**src/rtl/adder_pkg.sv**
```systemverilog
// Shared helpers and per-stage control type for the pipelined slice adder.
// Stage count and the legality check for WIDTH/SLICE pairs live here.
package adder_pkg;

    localparam int unsigned DefaultWidth = 16;
    localparam int unsigned DefaultSlice = 4;

    function automatic int unsigned nstg(input int unsigned width, input int unsigned slice);
        return width / slice;
    endfunction

    function automatic bit params_ok(input int unsigned width, input int unsigned slice);
        return (slice != 0) && (width >= slice) && ((width % slice) == 0);
    endfunction

    localparam bit DefaultParamsOk = params_ok(DefaultWidth, DefaultSlice);

    // Control half of a stage payload; the data half is width-dependent and
    // is declared alongside it in the top module.
    typedef struct packed {
        logic valid;
        logic carry;
    } stage_ctrl_t;

endpackage

```
**src/rtl/adder_slice.sv**
```systemverilog
// Combinational SLICE-bit ripple-carry adder used as the per-stage arithmetic.
module adder_slice #(
    parameter int unsigned SLICE = 4
) (
    input  logic [SLICE-1:0] x,
    input  logic [SLICE-1:0] y,
    input  logic             ci,
    output logic [SLICE-1:0] sum,
    output logic             co
);

    logic [SLICE:0] c;

    always_comb begin
        c    = '0;
        sum  = '0;
        c[0] = ci;
        for (int i = 0; i < SLICE; i++) begin
            sum[i]   = x[i] ^ y[i] ^ c[i];
            c[i+1]   = (x[i] & y[i]) | (c[i] & (x[i] ^ y[i]));
        end
        co = c[SLICE];
    end

endmodule

```
**src/rtl/pipelined_slice_adder.sv**
```systemverilog
// Pipelined WIDTH-bit add/subtract: one SLICE-bit ripple slice per stage, carry and
// operand skew registered between stages, valid/ready handshake with bubble collapse.
module pipelined_slice_adder
    import adder_pkg::*;
#(
    parameter int unsigned WIDTH = DefaultWidth,
    parameter int unsigned SLICE = DefaultSlice
) (
    input  logic             clk,
    input  logic             rst_n,
    input  logic             in_valid,
    output logic             in_ready,
    input  logic [WIDTH-1:0] a,
    input  logic [WIDTH-1:0] b,
    input  logic             cin,
    input  logic             sub,
    output logic             out_valid,
    input  logic             out_ready,
    output logic [WIDTH:0]   s,
    output logic             ovf
);

    localparam int unsigned NSTG = nstg(WIDTH, SLICE);

    if (!params_ok(WIDTH, SLICE)) begin : gen_param_check
        $error("pipelined_slice_adder: WIDTH must be a non-zero multiple of SLICE");
    end

    logic [WIDTH-1:0] b_eff;
    logic             c0;
    logic [NSTG-1:0]  valid_vec;
    logic [NSTG-1:0]  load;

    assign b_eff = sub ? ~b : b;
    assign c0    = sub ? 1'b1 : cin;

    for (genvar k = 0; k < NSTG; k++) begin : gen_stage
        stage_ctrl_t      ctl_q;
        logic [WIDTH-1:0] a_q;
        logic [WIDTH-1:0] b_q;
        logic [WIDTH-1:0] sum_q;

        logic [WIDTH-1:0] x_in;
        logic [WIDTH-1:0] y_in;
        logic [WIDTH-1:0] sum_in;
        logic [WIDTH-1:0] sum_nxt;
        logic             c_in;
        logic             v_in;
        logic [SLICE-1:0] slice_sum;
        logic             slice_co;

        if (k == 0) begin : gen_first
            assign x_in   = a;
            assign y_in   = b_eff;
            assign c_in   = c0;
            assign v_in   = in_valid;
            assign sum_in = '0;
        end else begin : gen_next
            assign x_in   = gen_stage[k-1].a_q;
            assign y_in   = gen_stage[k-1].b_q;
            assign c_in   = gen_stage[k-1].ctl_q.carry;
            assign v_in   = gen_stage[k-1].ctl_q.valid;
            assign sum_in = gen_stage[k-1].sum_q;
        end

        adder_slice #(
            .SLICE(SLICE)
        ) u_slice (
            .x  (x_in[k*SLICE +: SLICE]),
            .y  (y_in[k*SLICE +: SLICE]),
            .ci (c_in),
            .sum(slice_sum),
            .co (slice_co)
        );

        always_comb begin
            sum_nxt                    = sum_in;
            sum_nxt[k*SLICE +: SLICE] = slice_sum;
        end

        assign valid_vec[k] = ctl_q.valid;
        // A stage can load if it or any stage downstream of it has a hole,
        // or the output is being drained this cycle.
        assign load[k] = out_ready | ~(&valid_vec[NSTG-1:k]);

        always_ff @(posedge clk or negedge rst_n) begin
            if (!rst_n) begin
                ctl_q <= '0;
                a_q   <= '0;
                b_q   <= '0;
                sum_q <= '0;
            end else if (load[k]) begin
                ctl_q.valid <= v_in;
                ctl_q.carry <= slice_co;
                a_q         <= x_in;
                b_q         <= y_in;
                sum_q       <= sum_nxt;
            end
        end
    end

    logic [WIDTH-1:0] last_sum;
    logic             last_a_msb;
    logic             last_b_msb;

    assign last_sum   = gen_stage[NSTG-1].sum_q;
    assign last_a_msb = gen_stage[NSTG-1].a_q[WIDTH-1];
    assign last_b_msb = gen_stage[NSTG-1].b_q[WIDTH-1];

    assign in_ready  = load[0];
    assign out_valid = gen_stage[NSTG-1].ctl_q.valid;
    assign s         = {gen_stage[NSTG-1].ctl_q.carry, last_sum};
    assign ovf       = (last_a_msb == last_b_msb) && (last_sum[WIDTH-1] != last_a_msb);

endmodule

```
**config.mk**
```make
export PLATFORM = sky130hd
export DESIGN_NAME = pipelined_slice_adder
export DESIGN_NICKNAME = d
export VERILOG_FILES = /design/src/rtl/adder_pkg.sv /design/src/rtl/adder_slice.sv /design/src/rtl/pipelined_slice_adder.sv
export SDC_FILE = /design/constraint.sdc
export NUM_CORES = 1
export LEC_CHECK = 0
export BUFFER_PORTS_ARGS = -buffer_cell sky130_fd_sc_hd__buf_2
export CORE_MARGIN = 10
export CORE_UTILIZATION = 45
export DETAILED_ROUTE_END_ITERATION = 16
export GPL_TIMING_DRIVEN = 0
export PLACE_DENSITY = 0.67
export SLEW_MARGIN = 20
export SYNTH_ARGS = -nofsm -noshare
export SYNTH_HDL_FRONTEND = slang
export SYNTH_SLANG_ARGS = --single-unit
export TNS_END_PERCENT = 50
```
**constraint.sdc**
```tcl
create_clock -name clk -period 2 [get_ports clk]
set_input_delay 0.4 -clock clk [delete_from_list [all_inputs] [get_ports clk]]
set_output_delay 0.4 -clock clk [all_outputs]
set_load 0.01 [all_outputs]
```
==> reports/qor.txt, run 1 <==
Yosys warns: 0
Root buf cell: clkbuf_8
Share of the synthesized area in the top cell type: 0.5814
Mux share of post-synthesis cell area: 0.1273
Synth Flop Type: dfrtp_1
H-tree Lvls: 3
Initial antenna violation count: 0
WP data arrival: 2.37 ns
Seq pwr share: 0.523
Largest net degree at the start of global routing: 84
Worst setup SP type: primary input
# diodes: 0
First-pass DRT Iterations: 4
Setup ws final: -0.1240 ns
Ys async rst share: 1.000
Cell variety after synth: 24
Die H: 116.8 um
Synthesis-stage register bit count: 98
Syn Area/Cell: 12.02 um2
Synthesized net count: 405
Skew-Pair Late Insertion Delay: 0.35 ns
Remaining DRCs: 0
Largest family of logic cells by synthesized area: multiplexers
Min cycle time layout: 2.124 ns
Die Wd: 116.8 um
Slowest cell delay on critical path: 0.39 ns
P_leak: 2.324 nW
1st-iter DRT viols: 84
Multi-input gate area: 0.001635 mm2
Clock Pin Slew Worst Setup and Hold Paths: 0.09 ns
Worst slew pin tran: 0.4744 ns
Max transition margin: 0.6838
P&R area growth vs syn: 17.95%
Period utilisation layout: 1.062
Starting Density: 0.4586
Vias post-DR: 2,560
GPL Wtd Cong: 0.7582
FILL cells: 790
Buffer levels on the longest clock path: 2
Storage element area: 0.002452 mm2
Main area contributors after synthesis: dfrtp_1 58%, mux2_2 9.3%, fa_1 7.6%
Synth Area in Adders: 0.07594
Share of layout cells above drive strength 1: 0.3615
Setup CP Type: primary input to flop
Final hold vios: 0
Slowest cell on crit path: fa_1
Combinational share of power: 0.277
CTS tree: done
Post-route ant nets: 0
Placed inst area: 0.004731 mm2
First-pass GRT wire length: 13,160 um
Final design utilization: 0.5410
Sink Count: 98
Synth top cells by count: 98 x dfrtp_1, 64 x nand2_1, 35 x mux2_2
Layout Skew: 0.004500 ns
Hold/Removal Path Class: primary input to flop
Post-DP HPWL: 5829 um
Clock network power share: 0.200
Crit path cell chain: buf_12 -> xnor2_4 -> fa_2 -> inv_2 -> fa_2 -> inv_2 -> fa_2 -> inv_2 -> fa_1 -> mux2_4
GRT Resource Usage Total: 0.1212
Setup slack, reg-to-reg: -0.10 ns
Max Fclk: 470.8 MHz
Complex-gate fraction of the synthesized area: 0.03797
Max VDD drop: 469.0 uV
Sequential element share of the synthesized area: 0.5814
Top-count cell post-synth: dfrtp_1
Post-synthesis cell count: 351
Detailed Route WL: 7566 um
Internal: 0.003787 W
Setup violators final: 6
Failing checks: setup timing
P_sw: 0.001710 W
Vias in the first global route: 2,759
Routed len/inst: 14.09 um
Final Hold Slack: 0.2264 ns
Cell taking the most area after synthesis: dfrtp_1
Post-Synth Simple-Gate Area: 0.09849
Xor-xnor portion of the synthesized cell area: 0.03322
Status: finished with violations
Nets: 476
CTS buffer count: 9
Post-Syn Area: 0.004218 mm2
Die ar.: 0.01365 mm2
RSZ-0062 raised after global routing: true
Port Buf Inserts: 56
# rows: 35
Number of synthesized flops with an enable pin: 0
Final Max Slew Viols: 0
CORE AREA: 0.009196 mm2
Routed vias/inst: 4.767
Max-cap violations: 0
Crit end category: flop
I/O pins: 58
Switching share of total power: 0.3111
Max FO, Critical Path: 17
GRT Residual Overflow: 0
Pwr/cell area: 1105 mW/mm2
Design Area, Final: 0.004975 mm2
Req. time, crit path: 2.25 ns
## sequential cells by signal, summed over array words and instances, names as in the netlist
signal,count
gen_stage.a_q,25
gen_stage.b_q,25
gen_stage.c_in,3
gen_stage.sum_q,40
gen_stage.v_in,3
out_valid,1
s,1
## per-layer routing
layer / GRT usage / vias to the layer above / share of wire
li1: - / 1263 / -
met1: 0.1548 / 1241 / 0.48
met2: 0.1916 / 47 / 0.46
met3: 0.03517 / 9 / 0.045
met4: 0.04530 / 0 / 0.015
met5: 0 / - / 0
## cells by family after synthesis
family                   after synthesis
multiplexers                          45
XOR/XNOR                              16
AO/OA/AOI/OAI                         32
AND/OR/NAND/NOR                       98
adder cells (fa/ha/maj)               16
buffers and inverters                 46
flip-flops                            98
## final timing paths
check                                          start                endpoint  cells past startpoint
worst max-delay path                             sub   gen_stage[0].sum_q[3]                     10
worst min-delay path                        in_valid       gen_stage[1].v_in                      2
worst max register to register     gen_stage[2].c_in  gen_stage[2].sum_q[11]                      8
worst min register to register  gen_stage[1].b_q[12]    gen_stage[1].b_q[12]                      2
max in group asynchronous                      rst_n   gen_stage[0].sum_q[1]                      3
min in group asynchronous                      rst_n       gen_stage[1].v_in                      2
## area by class of cell
cell class,count,share of cell area
well taps,111,0.02792
clock inverters,6,0.009054
multi-input cells,207,0.3287
inverters,27,0.02188
clock buffers,9,0.02490
plain buffers,18,0.02364
flip-flops and latches,98,0.4930
repair buffers,61,0.07093
## cells in the final DEF, fill, tap and decap left out, types with 12 or more instances in the layout
| master | synthesis | layout |
|---|---|---|
| xnor2_1 | 14 | 13 |
| dfrtp_1 | 98 | 98 |
| clkbuf_1 | 12 | 12 |
| nand2_1 | 64 | 64 |
| fa_2 | 0 | 12 |
| buf_2 | 5 | 56 |
| inv_1 | 26 | 14 |
| mux2_2 | 35 | 35 |
| nand3_1 | 14 | 14 |
| o21ai_0 | 14 | 14 |
| inv_2 | 0 | 12 |
## repair_timing
item,in CTS,in global routing
pin swaps,7,4
hold buffers,1,0
buffers inserted,2,1
setup endpoints to repair,6,6
resized for setup,21,8
hold endpoints to repair,15,0
## critical path, delay by kind of cell
kind	cells	cell delay, ns
xor+xnor	1	0.13
fa+ha+maj	4	1.25
buf+inv	4	0.30
mux	1	0.26
## power by group through the flow
stage,sequential [W],clock [W],combinational [W]
6_report,0.00287,0.00110,0.00152
4_1_cts,0.00289,0.00114,0.00153
3_5_place_dp,0.00293,0,0.00148
2_1_floorplan,0.00292,0,0.000883
5_1_grt,0.00296,0.00122,0.00173
3_3_place_gp,0.00289,0,0.00143
## per-stage QoR
step	setup WS, ns	TNS, ns	total power [W]	std cells
floorplan	-0.5572	-1.153	0.003802	351
global placement	-0.6102	-45.33	0.004319	518
detailed placement	-0.6442	-1.885	0.004404	519
CTS	-0.1345	-0.5558	0.005556	536
global route	-0.1707	-0.8067	0.005913	537
finish	-0.1240	-0.4219	0.005497	537
No activity file was read; power rests on OpenSTA's default activity.
==> run 2, diff against run 1 <==
- SYNTH_HIERARCHICAL: unset -> 1
==> reports/qor.txt, run 2 <==
Synthesized net count: 410 (was 405)
Cell taking the most area after synthesis: dfrtp_1 (unchanged)
WP data arrival: 2.43 ns (was 2.37 ns)
Nets: 482 (was 476)
Final hold vios: 0 (unchanged)
Clock Pin Slew Worst Setup and Hold Paths: 0.09 ns (about the same)
CTS tree: done (unchanged)
Design Area, Final: 0.005147 mm2 (was 0.004975 mm2)
Sequential element share of the synthesized area: 0.5693 (was 0.5814)
Post-DP HPWL: 5934 um (was 5829 um)
Synth top cells by count: 98 x dfrtp_1, 77 x nand2_1, 49 x mux2_2 (was 98 x dfrtp_1, 64 x nand2_1, 35 x mux2_2)
Synthesis-stage register bit count: 98 (unchanged)
Worst setup SP type: flop (was primary input)
Port Buf Inserts: 56 (unchanged)
Setup slack, reg-to-reg: -0.14 ns (was -0.10 ns)
Placed Cells: 542 (was 519)
Max transition margin: 0.6976 (was 0.6838)
Die H: 117.8 um (was 116.8 um)
Worst Reg2Reg Path Length in Cells: 9 (was 8)
Remaining DRCs: 0 (unchanged)
Skew-Pair Late Insertion Delay: 0.35 ns (about the same)
Critical path origin: gen_stage[2].c_in (was sub)
1st-iter DRT viols: 109 (was 84)
H-tree Lvls: 3 (unchanged)
Vias in the first global route: 2,794 (was 2,759)
Setup CP Type: flop to flop (was primary input to flop)
Crit path cell chain: fa_2 -> inv_2 -> fa_2 -> inv_2 -> fa_2 -> inv_2 -> fa_1 -> inv_1 -> mux2_4 (was buf_12 -> xnor2_4 -> fa_2 -> inv_2 -> fa_2 -> inv_2 -> fa_2 -> inv_2 -> fa_1 -> mux2_4)
Routed len/inst: 13.84 um (was 14.09 um)
Pwr/cell area: 1168 mW/mm2 (was 1105 mW/mm2)
I/O pins: 58 (unchanged)
Total Power: 0.006014 W (was 0.005497 W)
Slowest cell delay on critical path: 0.41 ns (was 0.39 ns)
Crit path buf inv count: 4 (unchanged)
Ys async rst share: 1.000 (unchanged)
Final design utilization: 0.5544 (was 0.5410)
Max-cap violations: 0 (unchanged)
Slowest cell on crit path: dfrtp_1 (was fa_1)
Min cycle time layout: 2.140 ns (was 2.124 ns)
Worst r2r src: gen_stage[2].c_in (unchanged)
Post-synthesis cell count: 356 (was 351)
CTS buffer count: 9 (unchanged)
Cell variety after synth: 21 (was 24)
Largest net degree at the start of global routing: 85 (was 84)
Die ar.: 0.01389 mm2 (was 0.01365 mm2)
P_leak: 2.505 nW (was 2.324 nW)
P&R area growth vs syn: 19.49% (was 17.95%)
Final Non-Filler Cells: 561 (was 537)
GRT Residual Overflow: 0 (unchanged)
Starting Density: 0.4640 (was 0.4586)
Post-route ant nets: 0 (unchanged)
Req. time, crit path: 2.29 ns (was 2.25 ns)
Max FO, Critical Path: 2 (was 17)
Crit end category: flop (unchanged)
GPL Wtd Cong: 0.7299 (was 0.7582)
Main area contributors after synthesis: dfrtp_1 57%, mux2_2 13%, fa_1 7.4% (was dfrtp_1 58%, mux2_2 9.3%, fa_1 7.6%)
Detailed Route WL: 7763 um (was 7566 um)
Status: finished with violations (unchanged)
Initial antenna violation count: 0 (unchanged)
Final Max Slew Viols: 0 (unchanged)
First-pass GRT wire length: 13,610 um (was 13,160 um)
Buffer levels on the longest clock path: 2 (unchanged)
Commonest cells after routing, fill and taps aside: 98 x dfrtp_1, 77 x nand2_1, 63 x buf_2 (was 98 x dfrtp_1, 64 x nand2_1, 56 x buf_2)
Synth Flop Type: dfrtp_1 (unchanged)
Die Wd: 117.8 um (was 116.8 um)
Layout Skew: 0.008910 ns (was 0.004500 ns)
Root buf cell: clkbuf_8 (unchanged)
Biggest register: gen_stage.sum_q (unchanged)
Placed inst area: 0.004816 mm2 (was 0.004731 mm2)
Hold/Removal Path Class: primary input to flop (unchanged)
CORE AREA: 0.009284 mm2 (was 0.009196 mm2)
Sink Count: 98 (unchanged)
# rows: 35 (unchanged)
Largest register FFs: 40 (unchanged)
Top-count cell post-synth: dfrtp_1 (unchanged)
Period utilisation layout: 1.070 (was 1.062)
Critical R2R Capture: gen_stage[2].sum_q[11] (unchanged)
Yosys warns: 6 (was 0)
Max VDD drop: 459.6 uV (was 469.0 uV)
# diodes: 0 (unchanged)
Post-Syn Area: 0.004308 mm2 (was 0.004218 mm2)
Share of layout cells above drive strength 1: 0.3912 (was 0.3615)
Worst Setup EP: gen_stage[2].sum_q[11] (was gen_stage[0].sum_q[3])
Max Fclk: 467.4 MHz (was 470.8 MHz)
RSZ-0062 raised after global routing: true (unchanged)
Worst slew pin tran: 0.4536 ns (was 0.4744 ns)
CP Depth: 9 (was 10)
Routed vias/inst: 4.560 (was 4.767)
GRT Resource Usage Total: 0.1178 (was 0.1212)
Failing checks: setup timing (unchanged)
First-pass DRT Iterations: 4 (unchanged)
Most common cell after layout, fill and taps aside: dfrtp_1 (unchanged)
Top delay family on crit path: adder cells (unchanged)
Syn Area/Cell: 12.10 um2 (was 12.02 um2)
Number of synthesized flops with an enable pin: 0 (unchanged)
Top Registers: gen_stage.sum_q: 40 flops, gen_stage.a_q: 25 flops, gen_stage.b_q: 25 flops (unchanged)
Setup ws final: -0.1395 ns (was -0.1240 ns)
Setup violators final: 6 (unchanged)
Share of the synthesized area in the top cell type: 0.5693 (was 0.5814)
Vias post-DR: 2,558 (was 2,560)
## run 2: cell count changes in the layout (fill, tap and decap cells not counted), moves of 3 or more
cell | before | now
inv_1 | 14 | 29
mux2_2 | 35 | 48
nand2_1 | 64 | 77
nor2_1 | 10 | 1
o21ai_1 | 9 | 0
clkbuf_1 | 12 | 4
a21oi_1 | 7 | 0
buf_2 | 56 | 63
buf_6 | 4 | 1
bufinv_16 | 0 | 3
## run 2: kinds of logic after synthesis
kind of cell / Yosys count / synth area share
AND/OR/NAND/NOR: 100 / 0.09875
flip-flops: 98 / 0.5693
multiplexers: 57 / 0.1560
buffers and inverters: 56 / 0.05402
XOR/XNOR: 16 / 0.03253
adder cells (fa/ha/maj): 16 / 0.07435
AO/OA/AOI/OAI: 13 / 0.01510
## run 2: cell type report
cell class                 instances  area, um2
tap                              129      161.4
inverter                          41      161.4
timing repair buffer              62      354.1
clock buffer                      10      137.6
clock inverter                     5      102.6
buffer                            14      102.6
multi-input combinational        202       1675
sequential                        98       2452
fill                             847       4136
## run 2: stage by stage
| step | TNS, ns | setup slack (ns) | hold WS (ns) |
|---|---|---|---|
| floorplan | -1.486 | -0.5382 | 0.1044 |
| global placement | -41.18 | -0.6125 | 0.4519 |
| detailed placement | -2.461 | -0.6665 | 0.2336 |
| CTS | -0.6398 | -0.1585 | 0.2497 |
| global route | -1.026 | -0.2030 | 0.2638 |
| finish | -0.5325 | -0.1395 | 0.2627 |
## run 2: timing repair
action | 4_1_cts | 5_1_grt
setup endpoints to repair | 9 | 9
hold buffers | 1 | 0
pin swaps | 8 | 6
setup buffers | 0 | 4
hold endpoints to repair | 14 | 0
resized for setup | 22 | 6
## run 2: worst min path at each step
stage                     cells past startpoint                   from               endpoint  slack [ns]
after detailed placement                      1                  rst_n    gen_stage[0].a_q[8]        0.23
after floorplan                               0                  rst_n   gen_stage[0].a_q[10]        0.10
after CTS                                     2               in_valid      gen_stage[1].v_in        0.25
final                                         2               in_valid      gen_stage[1].v_in        0.26
after global placement                        2  gen_stage[1].sum_q[4]  gen_stage[1].sum_q[4]        0.45
after global routing                          2                  a[12]   gen_stage[0].a_q[12]        0.26
## run 2: power breakdown
| group | switching (W) | internal, W | leakage [nW] |
|---|---|---|---|
| registers | 0.000341 | 0.00257 | 1.15 |
| clock network | 0.000643 | 0.000856 | 0.118 |
| logic | 0.000757 | 0.000848 | 1.23 |
| total | 0.00174 | 0.00427 | 2.50 |
## run 2: per-layer routing
layer	vias up	routed length, um	global-route usage
li1	1267	-	-
met1	1243	3604	0.1490
met2	41	3767	0.1913
met3	7	295	0.02926
met4	0	95	0.04173
met5	-	0	0
==> run 3, diff against run 2 <==
- CELL_PAD_IN_SITES_DETAIL_PLACEMENT: unset -> 0
- CELL_PAD_IN_SITES_GLOBAL_PLACEMENT: unset -> 1
- CORE_UTILIZATION: 45 -> 41
- PLACE_DENSITY: 0.67 -> unset
- PLACE_DENSITY_LB_ADDON: unset -> 0.1
==> reports/qor.txt, run 3 (same netlist as run 2, synthesis figures left out) <==
Status: finished with violations (unchanged)
Failing checks: setup timing (unchanged)
Skew-Pair Late Insertion Delay: 0.35 ns (about the same)
Clock Pin Slew Worst Setup and Hold Paths: 0.09 ns (about the same)
Storage element area: 0.002452 mm2 (unchanged)
Top delay family on crit path: adder cells (unchanged)
Max Fclk: 461.9 MHz (was 467.4 MHz)
Crit path buf inv count: 4 (unchanged)
1st-iter DRT viols: 141 (was 109)
Detailed Route WL: 8064 um (was 7763 um)
Vias post-DR: 2,555 (was 2,558)
Die Wd: 122.5 um (was 117.8 um)
Post-route ant nets: 0 (unchanged)
Setup CP Type: flop to flop (unchanged)
Switching share of total power: 0.2992 (was 0.2896)
Routed vias/inst: 4.498 (was 4.560)
Post-DP HPWL: 5929 um (was 5934 um)
Max-cap violations: 0 (unchanged)
Pwr/cell area: 1137 mW/mm2 (was 1168 mW/mm2)
Final Max Slew Viols: 0 (unchanged)
Sink Count: 98 (unchanged)
# rows: 37 (was 35)
Nets: 482 (unchanged)
Layout Skew: 0.01106 ns (was 0.008910 ns)
Post-Place Setup Slack: -0.6440 ns (was -0.6665 ns)
Worst setup SP type: flop (unchanged)
Initial antenna violation count: 0 (unchanged)
Min cycle time layout: 2.165 ns (was 2.140 ns)
Die H: 122.5 um (was 117.8 um)
Most common cell after layout, fill and taps aside: dfrtp_1 (unchanged)
I/O pins: 58 (unchanged)
Largest register FFs: 40 (unchanged)
Remaining DRCs: 0 (unchanged)
Slowest cell delay on critical path: 0.48 ns (was 0.41 ns)
P&R area growth vs syn: 19.60% (was 19.49%)
Top Registers: gen_stage.sum_q: 40 flops, gen_stage.a_q: 25 flops, gen_stage.b_q: 25 flops (unchanged)
Combinational share of power: 0.274 (was 0.267)
GPL Wtd Cong: 0.7179 (was 0.7299)
Slowest cell on crit path: fa_1 (was dfrtp_1)
Seq pwr share: 0.496 (was 0.484)
Placed inst area: 0.004825 mm2 (was 0.004816 mm2)
Max VDD drop: 459.9 uV (was 459.6 uV)
Worst slew pin tran: 0.4718 ns (was 0.4536 ns)
GRT Residual Overflow: 0 (unchanged)
GRT Resource Usage Total: 0.1176 (was 0.1178)
Commonest cells after routing, fill and taps aside: 98 x dfrtp_1, 77 x nand2_1, 61 x buf_2 (was 98 x dfrtp_1, 77 x nand2_1, 63 x buf_2)
Design Area, Final: 0.005152 mm2 (was 0.005147 mm2)
# diodes: 0 (unchanged)
Clock network power share: 0.230 (was 0.249)
Multi-input gate area: 0.001683 mm2 (was 0.001675 mm2)
First-pass GRT wire length: 14,070 um (was 13,610 um)
P_sw: 0.001753 W (was 0.001741 W)
WP data arrival: 2.41 ns (was 2.43 ns)
CORE AREA: 0.01028 mm2 (was 0.009284 mm2)
Buffer levels on the longest clock path: 2 (unchanged)
CTS tree: done (unchanged)
Hold/Removal Path Class: primary input to flop (unchanged)
Vias in the first global route: 2,837 (was 2,794)
Root buf cell: clkbuf_8 (unchanged)
Max transition margin: 0.6855 (was 0.6976)
Final hold vios: 0 (unchanged)
Die ar.: 0.01501 mm2 (was 0.01389 mm2)
P_leak: 2.505 nW (about the same)
Starting Density: 0.4192 (was 0.4640)
Crit path cell chain: fa_2 -> inv_2 -> fa_2 -> inv_2 -> fa_2 -> inv_2 -> fa_1 -> inv_1 -> mux2_4 (unchanged)
Period utilisation layout: 1.082 (was 1.070)
Internal: 0.004106 W (was 0.004272 W)
Req. time, crit path: 2.24 ns (was 2.29 ns)
Biggest register: gen_stage.sum_q (unchanged)
Setup ws final: -0.1649 ns (was -0.1395 ns)
Max FO, Critical Path: 2 (unchanged)
Port Buf Inserts: 56 (unchanged)
RSZ-0062 raised after global routing: true (unchanged)
Crit end category: flop (unchanged)
Setup violators final: 6 (unchanged)
FILL cells: 974 (was 847)
CTS buffer count: 9 (unchanged)
H-tree Lvls: 3 (unchanged)
Largest net degree at the start of global routing: 81 (was 85)
Share of layout cells above drive strength 1: 0.3981 (was 0.3912)
First-pass DRT Iterations: 4 (unchanged)
Final Hold Slack: 0.2457 ns (was 0.2627 ns)
Routed len/inst: 14.20 um (was 13.84 um)
==> run 3: area by class of cell <==
type	instances	area share
Clock buffer	12	0.03205
Buffer	14	0.01991
Clock inverter	3	0.009228
Inverter	41	0.03133
Sequential cell	98	0.4760
Multi-Input combinational cell	202	0.3266
Tap cell	136	0.03303
Timing Repair Buffer	62	0.07188
==> run 3: final timing paths <==
path	startpoint	to	slack [ns]	depth (start not counted)
setup / recovery	gen_stage[2].c_in	gen_stage[2].sum_q[11]	-0.16	9
setup reg to reg	gen_stage[2].c_in	gen_stage[2].sum_q[11]	-0.16	9
max in group asynchronous	rst_n	gen_stage[1].sum_q[6]	0.93	3
hold reg to reg	gen_stage[1].sum_q[1]	gen_stage[1].sum_q[1]	0.47	2
hold / removal	in_valid	gen_stage[1].v_in	0.25	2
min in group asynchronous	rst_n	gen_stage[2].sum_q[9]	0.44	2
==> run 3: power by group through the flow <==
| stage | logic, W | registers (W) | clock network, W |
|---|---|---|---|
| 2_1_floorplan | 0.000965 | 0.00294 | 0 |
| 3_3_place_gp | 0.00153 | 0.00293 | 0 |
| 3_5_place_dp | 0.00157 | 0.00296 | 0 |
| 4_1_cts | 0.00166 | 0.00292 | 0.00138 |
| 5_1_grt | 0.00184 | 0.00299 | 0.00146 |
| 6_report | 0.00161 | 0.00291 | 0.00135 |
==> run 3: metrics by stage <==
step	util	instances	total power, W	TNS, ns
6_report	0.5013	568	0.005859	-0.6168
5_1_grt	0.5013	568	0.006299	-1.183
4_1_cts	0.5002	568	0.005956	-0.7347
3_5_place_dp	0.4694	549	0.004530	-2.519
3_3_place_gp	0.4662	548	0.004458	-50.78
2_1_floorplan	-	356	0.003905	-1.486
==> run 3: layer usage <==
metal,wire [um],share of wire,GRT usage,vias up
met3,373,0.046,0.03352,9
met1,3991,0.49,0.1591,1236
met2,3611,0.45,0.1787,44
met4,89,0.011,0.03756,0
met5,0,0,0,-
li1,-,-,-,1266
==> run 3: worst register-to-register path, stage by stage, from the launching register on <==
cell     delay, ns
dfrtp_1       0.41
fa_2          0.23
inv_2         0.04
fa_2          0.33
inv_2         0.06
fa_2          0.20
inv_2         0.04
fa_1          0.48
inv_1         0.05
mux2_4        0.24
==> run 3: what timing repair did <==
item / CTS / global route
setup endpoints to repair: 9 / 8
pin swaps: 11 / 8
endpoints found under the hold margin: 18 / 0
buffers inserted: 4 / 0
hold buffers: 1 / 0
resized for setup: 32 / 4
